--- src/rtl/uart_tx_core_if.sv ---
// Parallel-side handshake and serial outputs of the UART transmitter.
// The data source drives through master; the transmitter core connects through slave.
interface uart_tx_core_if #(
  parameter int DATA_WIDTH     = 8,
  parameter int PRESCALE_WIDTH = 6
);
  logic [DATA_WIDTH-1:0]     p_data;
  logic                      data_valid;
  logic                      par_en;
  logic                      par_typ;
  logic [PRESCALE_WIDTH-1:0] prescale;
  logic                      tx_out;
  logic                      busy;

  modport master (
    output p_data, data_valid, par_en, par_typ, prescale,
    input  tx_out, busy
  );

  modport slave (
    input  p_data, data_valid, par_en, par_typ, prescale,
    output tx_out, busy
  );
endinterface

--- src/rtl/uart_tx_core.sv ---
// UART transmitter: start bit, LSB-first data, optional parity, stop bit(s).
// Define UART_TX_TWO_STOP_EN to send two stop bits instead of one.
module uart_tx_core #(
  parameter int DATA_WIDTH     = 8,
  parameter int PRESCALE_WIDTH = 6
) (
  input  logic           clk,
  input  logic           rst,
  uart_tx_core_if.slave  bus
);
  localparam int BIT_CNT_WIDTH = $clog2(DATA_WIDTH) + 1;
  localparam logic [BIT_CNT_WIDTH-1:0] LAST_BIT = BIT_CNT_WIDTH'(DATA_WIDTH - 1);

  typedef enum logic [2:0] {
    IDLE  = 3'd0,
    START = 3'd1,
    DATA  = 3'd2,
    PAR   = 3'd3,
    STOP  = 3'd4
  } state_t;

  state_t                    state;
  logic [PRESCALE_WIDTH-1:0] edge_cnt;
  logic [PRESCALE_WIDTH-1:0] edge_last;
  logic [BIT_CNT_WIDTH-1:0]  bit_cnt;
  logic [DATA_WIDTH-1:0]     shreg;
  logic                      par_bit;
  logic                      par_en_q;
  logic                      tx_q;
  logic                      busy_q;
  logic                      bit_done;
`ifdef UART_TX_TWO_STOP_EN
  logic                      stop_idx;
`endif

  assign bit_done   = (edge_cnt == edge_last);
  assign bus.tx_out = tx_q;
  assign bus.busy   = busy_q;

  // edge_last holds P-1 so a PRESCALE of 0 behaves exactly like 1.
  always_ff @(posedge clk or posedge rst) begin
    if (rst) begin
      state     <= IDLE;
      edge_cnt  <= '0;
      edge_last <= '0;
      bit_cnt   <= '0;
      shreg     <= '0;
      par_bit   <= 1'b0;
      par_en_q  <= 1'b0;
      tx_q      <= 1'b1;
      busy_q    <= 1'b0;
`ifdef UART_TX_TWO_STOP_EN
      stop_idx  <= 1'b0;
`endif
    end else begin
      case (state)
        IDLE: begin
          tx_q     <= 1'b1;
          busy_q   <= 1'b0;
          edge_cnt <= '0;
          bit_cnt  <= '0;
          if (bus.data_valid) begin
            state     <= START;
            tx_q      <= 1'b0;
            busy_q    <= 1'b1;
            shreg     <= bus.p_data;
            par_en_q  <= bus.par_en;
            par_bit   <= (^bus.p_data) ^ bus.par_typ;
            edge_last <= (bus.prescale == '0) ? '0
                                              : bus.prescale - PRESCALE_WIDTH'(1);
          end
        end

        START: begin
          if (bit_done) begin
            edge_cnt <= '0;
            state    <= DATA;
            tx_q     <= shreg[0];
            shreg    <= shreg >> 1;
          end else begin
            edge_cnt <= edge_cnt + PRESCALE_WIDTH'(1);
          end
        end

        DATA: begin
          if (bit_done) begin
            edge_cnt <= '0;
            if (bit_cnt == LAST_BIT) begin
              bit_cnt <= '0;
              if (par_en_q) begin
                state <= PAR;
                tx_q  <= par_bit;
              end else begin
                state <= STOP;
                tx_q  <= 1'b1;
              end
            end else begin
              bit_cnt <= bit_cnt + BIT_CNT_WIDTH'(1);
              tx_q    <= shreg[0];
              shreg   <= shreg >> 1;
            end
          end else begin
            edge_cnt <= edge_cnt + PRESCALE_WIDTH'(1);
          end
        end

        PAR: begin
          if (bit_done) begin
            edge_cnt <= '0;
            state    <= STOP;
            tx_q     <= 1'b1;
          end else begin
            edge_cnt <= edge_cnt + PRESCALE_WIDTH'(1);
          end
        end

        STOP: begin
          if (bit_done) begin
            edge_cnt <= '0;
`ifdef UART_TX_TWO_STOP_EN
            if (!stop_idx) begin
              stop_idx <= 1'b1;
            end else begin
              stop_idx <= 1'b0;
              state    <= IDLE;
              busy_q   <= 1'b0;
              tx_q     <= 1'b1;
            end
`else
            state  <= IDLE;
            busy_q <= 1'b0;
            tx_q   <= 1'b1;
`endif
          end else begin
            edge_cnt <= edge_cnt + PRESCALE_WIDTH'(1);
          end
        end

        default: begin
          state    <= IDLE;
          tx_q     <= 1'b1;
          busy_q   <= 1'b0;
          edge_cnt <= '0;
          bit_cnt  <= '0;
        end
      endcase
    end
  end
endmodule

--- src/flat_wrapper.sv ---
// flat-port wrapper written by rule: the top's interface ports become plain ports
module uart_tx_core_flat 
#(
  parameter int DATA_WIDTH     = 8,
  parameter int PRESCALE_WIDTH = 6
)
  (clk, rst, bus_p_data, bus_data_valid, bus_par_en, bus_par_typ, bus_prescale, bus_tx_out, bus_busy);
  uart_tx_core_if #(.DATA_WIDTH(DATA_WIDTH), .PRESCALE_WIDTH(PRESCALE_WIDTH)) bus_i ();
  input  logic clk;
  input  logic rst;
  input wire logic [$bits(bus_i.p_data)-1:0] bus_p_data;
  input wire logic [$bits(bus_i.data_valid)-1:0] bus_data_valid;
  input wire logic [$bits(bus_i.par_en)-1:0] bus_par_en;
  input wire logic [$bits(bus_i.par_typ)-1:0] bus_par_typ;
  input wire logic [$bits(bus_i.prescale)-1:0] bus_prescale;
  output wire logic [$bits(bus_i.tx_out)-1:0] bus_tx_out;
  output wire logic [$bits(bus_i.busy)-1:0] bus_busy;
  assign bus_i.p_data = bus_p_data;
  assign bus_i.data_valid = bus_data_valid;
  assign bus_i.par_en = bus_par_en;
  assign bus_i.par_typ = bus_par_typ;
  assign bus_i.prescale = bus_prescale;
  assign bus_tx_out = bus_i.tx_out;
  assign bus_busy = bus_i.busy;
  uart_tx_core #(.DATA_WIDTH(DATA_WIDTH), .PRESCALE_WIDTH(PRESCALE_WIDTH)) u_core (.clk(clk), .rst(rst), .bus(bus_i));
endmodule
--- config.mk ---
export PLATFORM = sky130hd
export DESIGN_NAME = uart_tx_core_flat
export DESIGN_NICKNAME = d
export VERILOG_FILES = /design/src/rtl/uart_tx_core_if.sv /design/src/rtl/uart_tx_core.sv /design/src/flat_wrapper.sv
export SDC_FILE = /design/constraint.sdc
export NUM_CORES = 1
export LEC_CHECK = 0
export ABC_AREA = 1
export BUFFER_PORTS_ARGS = -buffer_cell sky130_fd_sc_hd__buf_2
export CAP_MARGIN = 20
export CORE_MARGIN = 2
export CORE_UTILIZATION = 40
export DETAILED_ROUTE_END_ITERATION = 7
export PLACE_DENSITY = 0.69
export SETUP_SLACK_MARGIN = 0.05
export SYNTH_ARGS = -nofsm -noshare
export SYNTH_HDL_FRONTEND = slang
export SYNTH_SLANG_ARGS = --single-unit
--- constraint.sdc ---
create_clock -name clk -period 1.62 [get_ports clk]
set_input_delay 0.324 -clock clk [delete_from_list [all_inputs] [get_ports clk]]
set_output_delay 0.324 -clock clk [all_outputs]
set_load 0.01 [all_outputs]
Word level (Yosys, flattened, before mapping)

Index checks and enable logic that the tools add are counted.

Flip-flop bits (word level): 31
Bits of input ports: 19
Output and inout bits: 2
Word-level logic and storage cells: 72

Add/sub/neg operators: 3
Equal/unequal tests: 14
Mux-type cells: 29
Bitwise logic cells: 3
Reduce and logical (&&, ||, !) cells: 14

Operators with widths:

| cell                | number |
|---|---|
| $mux 8              | 4 |
| $pmux 8 s3          | 1 |
| $mux 3              | 7 |
| $mux 6              | 3 |
| $pmux 3 s5          | 1 |
| $ne 2x1->1 const B  | 6 |
| $mux 1              | 8 |
| $mux 4              | 2 |
| $pmux 4 s2          | 1 |
| $reduce_xor 8->1    | 1 |
| $add 6x1->6 const B | 1 |
| $eq 3x2->1 const B  | 2 |
| $eq 6x6->1          | 1 |
| $logic_not 6->1     | 1 |
| $reduce_and 2->1    | 3 |
| $reduce_and 6->1    | 1 |
| $reduce_or 3->1     | 2 |
| $sub 6x1->6 const B | 1 |
| $reduce_and 5->1    | 1 |
| $add 4x1->4 const B | 1 |
| $eq 4x3->1 const B  | 1 |
| $ne 2x2->1 const B  | 2 |
| $pmux 1 s4          | 1 |
| $reduce_or 4->1     | 1 |
| 9 further kinds     | 10 |

Logic depth before layout (Yosys ltp)

Depth in word-level cells: 4
Depth in mapped cells: 10
Mapped depth without buffers: 10

Worst setup path after synthesis

No wires, ideal clock.

Path type: reg2reg
Start point: reg u_core.bit_cnt[0]
End point: reg u_core.shreg[0]
Setup time: 0.117 ns
Data arrival time: 1.224 ns
Required time: 1.503 ns
Setup slack: 0.279 ns
Stages on the path, launching flop included: 8
Path buffers: 0
Clock period less this slack: 1.341 ns
Path through: dfrtp_1 ha_1 nand3_1 nor2_2 nor2_4 nand3_4 nand2_1 nand2_1

Longest elaborated chain between the ends: 3

Ends and longest elaborated chain:

| item                       | RTL line            | RTL |
|---|---|---|
| from (decl)                | uart_tx_core.sv:25  | `logic [BIT_CNT_WIDTH-1:0] bit_cnt;` |
| from (signal assigned)     | uart_tx_core.sv:98  | `bit_cnt <= bit_cnt + BIT_CNT_WIDTH'(1);` |
| $eq 4x3->1                 | uart_tx_core.sv:88  | `if (bit_cnt == LAST_BIT) begin` |
| $ne 2x2->1 (no line)       | n/a                 |  |
| $reduce_and 5->1 (no line) | n/a                 |  |
| to (signal assigned)       | uart_tx_core.sv:66  | `shreg <= bus.p_data;` |
| to (signal assigned)       | uart_tx_core.sv:79  | `shreg <= shreg >> 1;` |
| to (signal assigned)       | uart_tx_core.sv:100 | `shreg <= shreg >> 1;` |
| to (decl)                  | uart_tx_core.sv:26  | `logic [DATA_WIDTH-1:0] shreg;` |

No other way between the ends.
A chain may end at the register's enable or synchronous reset.

Worst setup path in the final report

Start point: reg u_core.edge_cnt[2]
End point: reg u_core.shreg[7]

Longest elaborated chain between the ends: 3
Elaborated cells between the ends (all ways): 4
Those cells by class: 3 x eq/ne; 1 x reduce/logical

Ends and longest elaborated chain:

| item                         | RTL line            | RTL |
|---|---|---|
| from (decl)                  | uart_tx_core.sv:23  | `logic [PRESCALE_WIDTH-1:0] edge_cnt;` |
| from (signal assigned)       | uart_tx_core.sv:81  | `edge_cnt <= edge_cnt + PRESCALE_WIDTH'(1);` |
| from (signal assigned)       | uart_tx_core.sv:103 | `edge_cnt <= edge_cnt + PRESCALE_WIDTH'(1);` |
| from (signal assigned)       | uart_tx_core.sv:113 | `edge_cnt <= edge_cnt + PRESCALE_WIDTH'(1);` |
| $eq 6x6->1 *                 | uart_tx_core.sv:36  | `assign bit_done = (edge_cnt == edge_last);` |
| $ne 2x1->1 (no line)         | n/a                 |  |
| $reduce_and 5->1 (no line) * | n/a                 |  |

Mark *: on every way between the ends. The rest lies on a longest branch, timed or not.

==> metrics list <==
- The run finished with clean final reports.
- Transition time at the pin with the least slew margin: 401 ps
- Summing over every cut layer, the via total after detailed routing is 1633.
* Minimum setup slack among reg-to-reg paths: 160 ps
- Xor and xnor area share after synthesis: 5.95%
- Fill cells in the final layout number 460.
* Worst path cell trace: nand2_1 -> nand2_1 -> nor2_2 -> nand3_4 -> nand2_8 -> nand3_4 -> nand2_1 -> nand2_1
- A synthesized cell averages 7.63 sq um.
- Share of cells above drive strength 1: 22.8%
- The synthesized netlist devotes 7.71% of its cell area to compound gates.
- After detailed routing, the number of remaining DRC violations is 0.
- The synthesized netlist devotes 2.61% of its cell area to adder and majority cells.
- Achievable Freq: 686 MHz
- Required arrival time at the worst endpoint: 1800 ps
- Longest Clk Path Bufs: 2
- Unrepaired setup endpoints after global routing: false
* Synthesis Warnings: 0
* Post-Syn Area: 1910 sq um
* Count of TritonRoute iterations in the first routing pass: 4
- The worst setup path is captured at a flop.
- Reg2Reg Depth: 8
- DRT Wirelength: 3.82 mm
- After clock tree synthesis, the clock-pin slew on the worst setup and hold paths is 70 ps.
- Worst clock skew: 3.91 ps
- The first global-routing pass estimated 6.53 mm of wire.
* Dominant cells by area after synthesis: sky130_fd_sc_hd__dfrtp_1, sky130_fd_sc_hd__nand2_1, sky130_fd_sc_hd__inv_1
- Reg power frac: 51.4%
* Total number of placement rows: 25
* CTS Root Buffer Type: sky130_fd_sc_hd__clkbuf_8
* Simple-gate share of the synthesized area: 36.2%
- The clock net in this run drives a total of 31 sinks.
- Critical path depth in cells: 8
* Largest fanout on the critical path: 10
- Once placement finished, the instance area stood at 2090 sq um.
- TritonCTS built the clock tree.
- Final count of pins violating max slew: 0
- The clock reaches the later pin of the worst-skew pair after 290 ps.
- Internal power comes to 0.00115 W.
* Final-report setup violation count: 0
- Final hold analysis gives a worst-case slack of 109 ps.
- The floorplan step defined a die boundary enclosing 5360 sq um.
* Power per Cell Area: 681 nW/um^2
- Among all flip-flop cells after synthesis, the most frequent one is sky130_fd_sc_hd__dfrtp_1.
- In this design, the largest share of critical-path delay is due to simple AND/OR/NAND/NOR gates.
- The number of antenna diodes in the final layout is 0.
- The number of placed instances, taps included, is 326.
- Multiplexer share of the synthesized area: 0%
* Sequential share of the synthesized area: 40.6%
- The worst-case IR drop observed on VDD is 0.400 mV.
- After layout, the design draws a total of 0.00151 W.
- The core region is 4660 sq um.
* Effective utilization at floorplan: 41.1%
- Period Utilization, post-route: 90.0%
* Kind of start point of the critical path: flop
- Switching power summed over all nets: 0.000352 W
- In the synthesized netlist the async set-or-reset flop fraction comes to 100%.
- Final Wtd Congestion: 0.843
* Y dimension of the die: 73.2 um
- Per report_power, the clock group accounts for 41.3% of the total.
- The biggest area contributor in the post-synthesis netlist is sky130_fd_sc_hd__dfrtp_1.
- Measured along the x axis, the die boundary spans 73.2 um.
- STA puts the critical path data arrival time at 1640 ps.
- In this run the count of I/O pins placed on the die edge is 21.
* Initial DRC Count: 65
- In the routed layout, each cell is associated on average with a via count of 4.87.
- Combinational family with the most area after synthesis: simple AND/OR/NAND/NOR gates
- Counting stages on the worst path, the most repeated cell is sky130_fd_sc_hd__nand2_1.
- Port buffering added 20 buffers.
- The slowest stage of the critical path is the sky130_fd_sc_hd__dfrtp_2 cell.
* Count of H-tree levels built during CTS: 2
* Cts bufs inserted: 5
* Critical setup path kind: reg2reg
* Initial antenna violation count: 0
* Min Tclk post-route: 1460 ps
- Number of nets in the layout: 304
* Max stage delay on crit path: 440 ps
- For the final routed database, the setup TNS stands at 0 ps.
- Summed over all cells, the static leakage comes to 1.14 nW.
* Count of nets left with antenna violations after detail routing: 0
- In this run switching power makes up 23.4% of total power.
- List of most frequent post-synthesis cells: sky130_fd_sc_hd__nand2_1, sky130_fd_sc_hd__dfrtp_1, sky130_fd_sc_hd__inv_1
- Non-filler cells, final: 335
- In the synthesized netlist, the number of instances is 251.
* Distinct cell type count of the synthesized netlist: 29
- Overall Global Routing Usage: 16.0%
* Hold violation total from the final report: 0
- Post-synthesis register bit count: 31
* Post-synthesis to final-layout area growth: 15.5%
- The worst hold path belongs to the class in2async.
- Comb power frac: 7.3%
- Share of the synthesized area in the top cell type: 39.2%
- Among all cell types in the netlist, the one instantiated most often is sky130_fd_sc_hd__nand2_1.
* Worst slew slack as a fraction of its limit: 73.3%
- Entering global routing, the biggest net connects 32 pins.
- Via count of the first global-routing pass: 1466
- When the netlist entered floorplanning its net count stood at 274.
* Number of enable-type register cells in the synthesized netlist: 0
* Final Instance Area: 2210 sq um
- After global routing the overflow that remains totals 0.
- After legalization and detailed placement, the total HPWL measured 2.83 mm.
* Post-DR wirelength/cell: 11.4 um
- Worst Path Buf+Inv: 0
- Max capacitance violation total: 0
sequential cells by signal, summed over array words and instances, names as in the netlist:
register           count
u_core.par_en_q        1
u_core.state           3
u_core.edge_last       6
u_core.bus.busy        1
u_core.edge_cnt        6
u_core.shreg           8
u_core.par_bit         1
u_core.bus.tx_out      1
u_core.bit_cnt         4
power by group through the flow:
stage	Sequential (W)	Clock (W)	Combinational (W)
after floorplan	0.000788	0	0.0000653
after global placement	0.000788	0	0.000110
after detailed placement	0.000788	0	0.000112
after CTS	0.000774	0.000641	0.000113
after global routing	0.000774	0.000668	0.000126
final	0.000774	0.000621	0.000110
routing by layer:
layer / global-route usage [%] / part of all wire, %
met5: 0 / 0
met4: 5.56 / 1.5
met3: 4.97 / 3.6
met2: 25.3 / 46
met1: 20.8 / 49
path summary, 6_finish.rpt:
path                                    startpoint             endpoint
worst min-delay path                           rst  u_core.edge_last[1]
worst min register to register     u_core.bus.busy      u_core.bus.busy
min in group clk                        bus_par_en      u_core.par_en_q
max in group asynchronous                      rst    u_core.bus.tx_out
worst max register to register  u_core.edge_cnt[2]      u_core.shreg[7]
worst max-delay path            u_core.edge_cnt[2]      u_core.shreg[7]
metrics by stage:
step,utilization [%],setup WS [ps]
after global routing,47.4,53.7
after floorplan,-,279
after CTS,46.8,101
final,47.4,162
after global placement,44.9,163
after detailed placement,44.9,114
cell families (layout without fill, tap and decap cells):
group	after synthesis	after routing
AOI/OAI and AO/OA	25	25
xor gates and xnor gates	13	13
adders and majority gates	4	4
buffers and inverters	35	65
DFF	31	31
and+or+nand+nor	143	143
worst min-delay path: cells and delay by family:
kind / cells / cell delay [ps]
buffers and inverters: 3 / 490
cell usage in the layout (no fill, tap or decap), drive strengths merged:
| master | instances |
|---|---|
| a21oi | 4 |
| buf | 24 |
| clkbuf | 6 |
| clkinv | 1 |
| dfrtp | 30 |
| dfstp | 1 |
| ha | 4 |
| inv | 34 |
| nand2 | 92 |
| nand3 | 18 |
| nand3b | 3 |
| nand4 | 9 |
| nor2 | 18 |
| nor3 | 2 |
| nor3b | 1 |
| o211ai | 1 |
| o21ai | 16 |
| o22ai | 4 |
| xnor2 | 5 |
| xor2 | 8 |
timing repair:
item                       CTS  global route
hold buffers                 0             0
gates resized for setup      0             5
setup endpoints to repair    0            16
buffers inserted             0             2
layout make-up:
type,instances,area [sq um],share of cell area (%)
clock inverter,1,5.00,0.226
timing repair buffer,24,130,5.89
multi-input combinational,185,1020,46.1
sequential,31,779,35.3
inverter,34,128,5.77
tap,54,67.6,3.06
clock buffer,6,82.6,3.74
(Power assumes the default switching activity.)
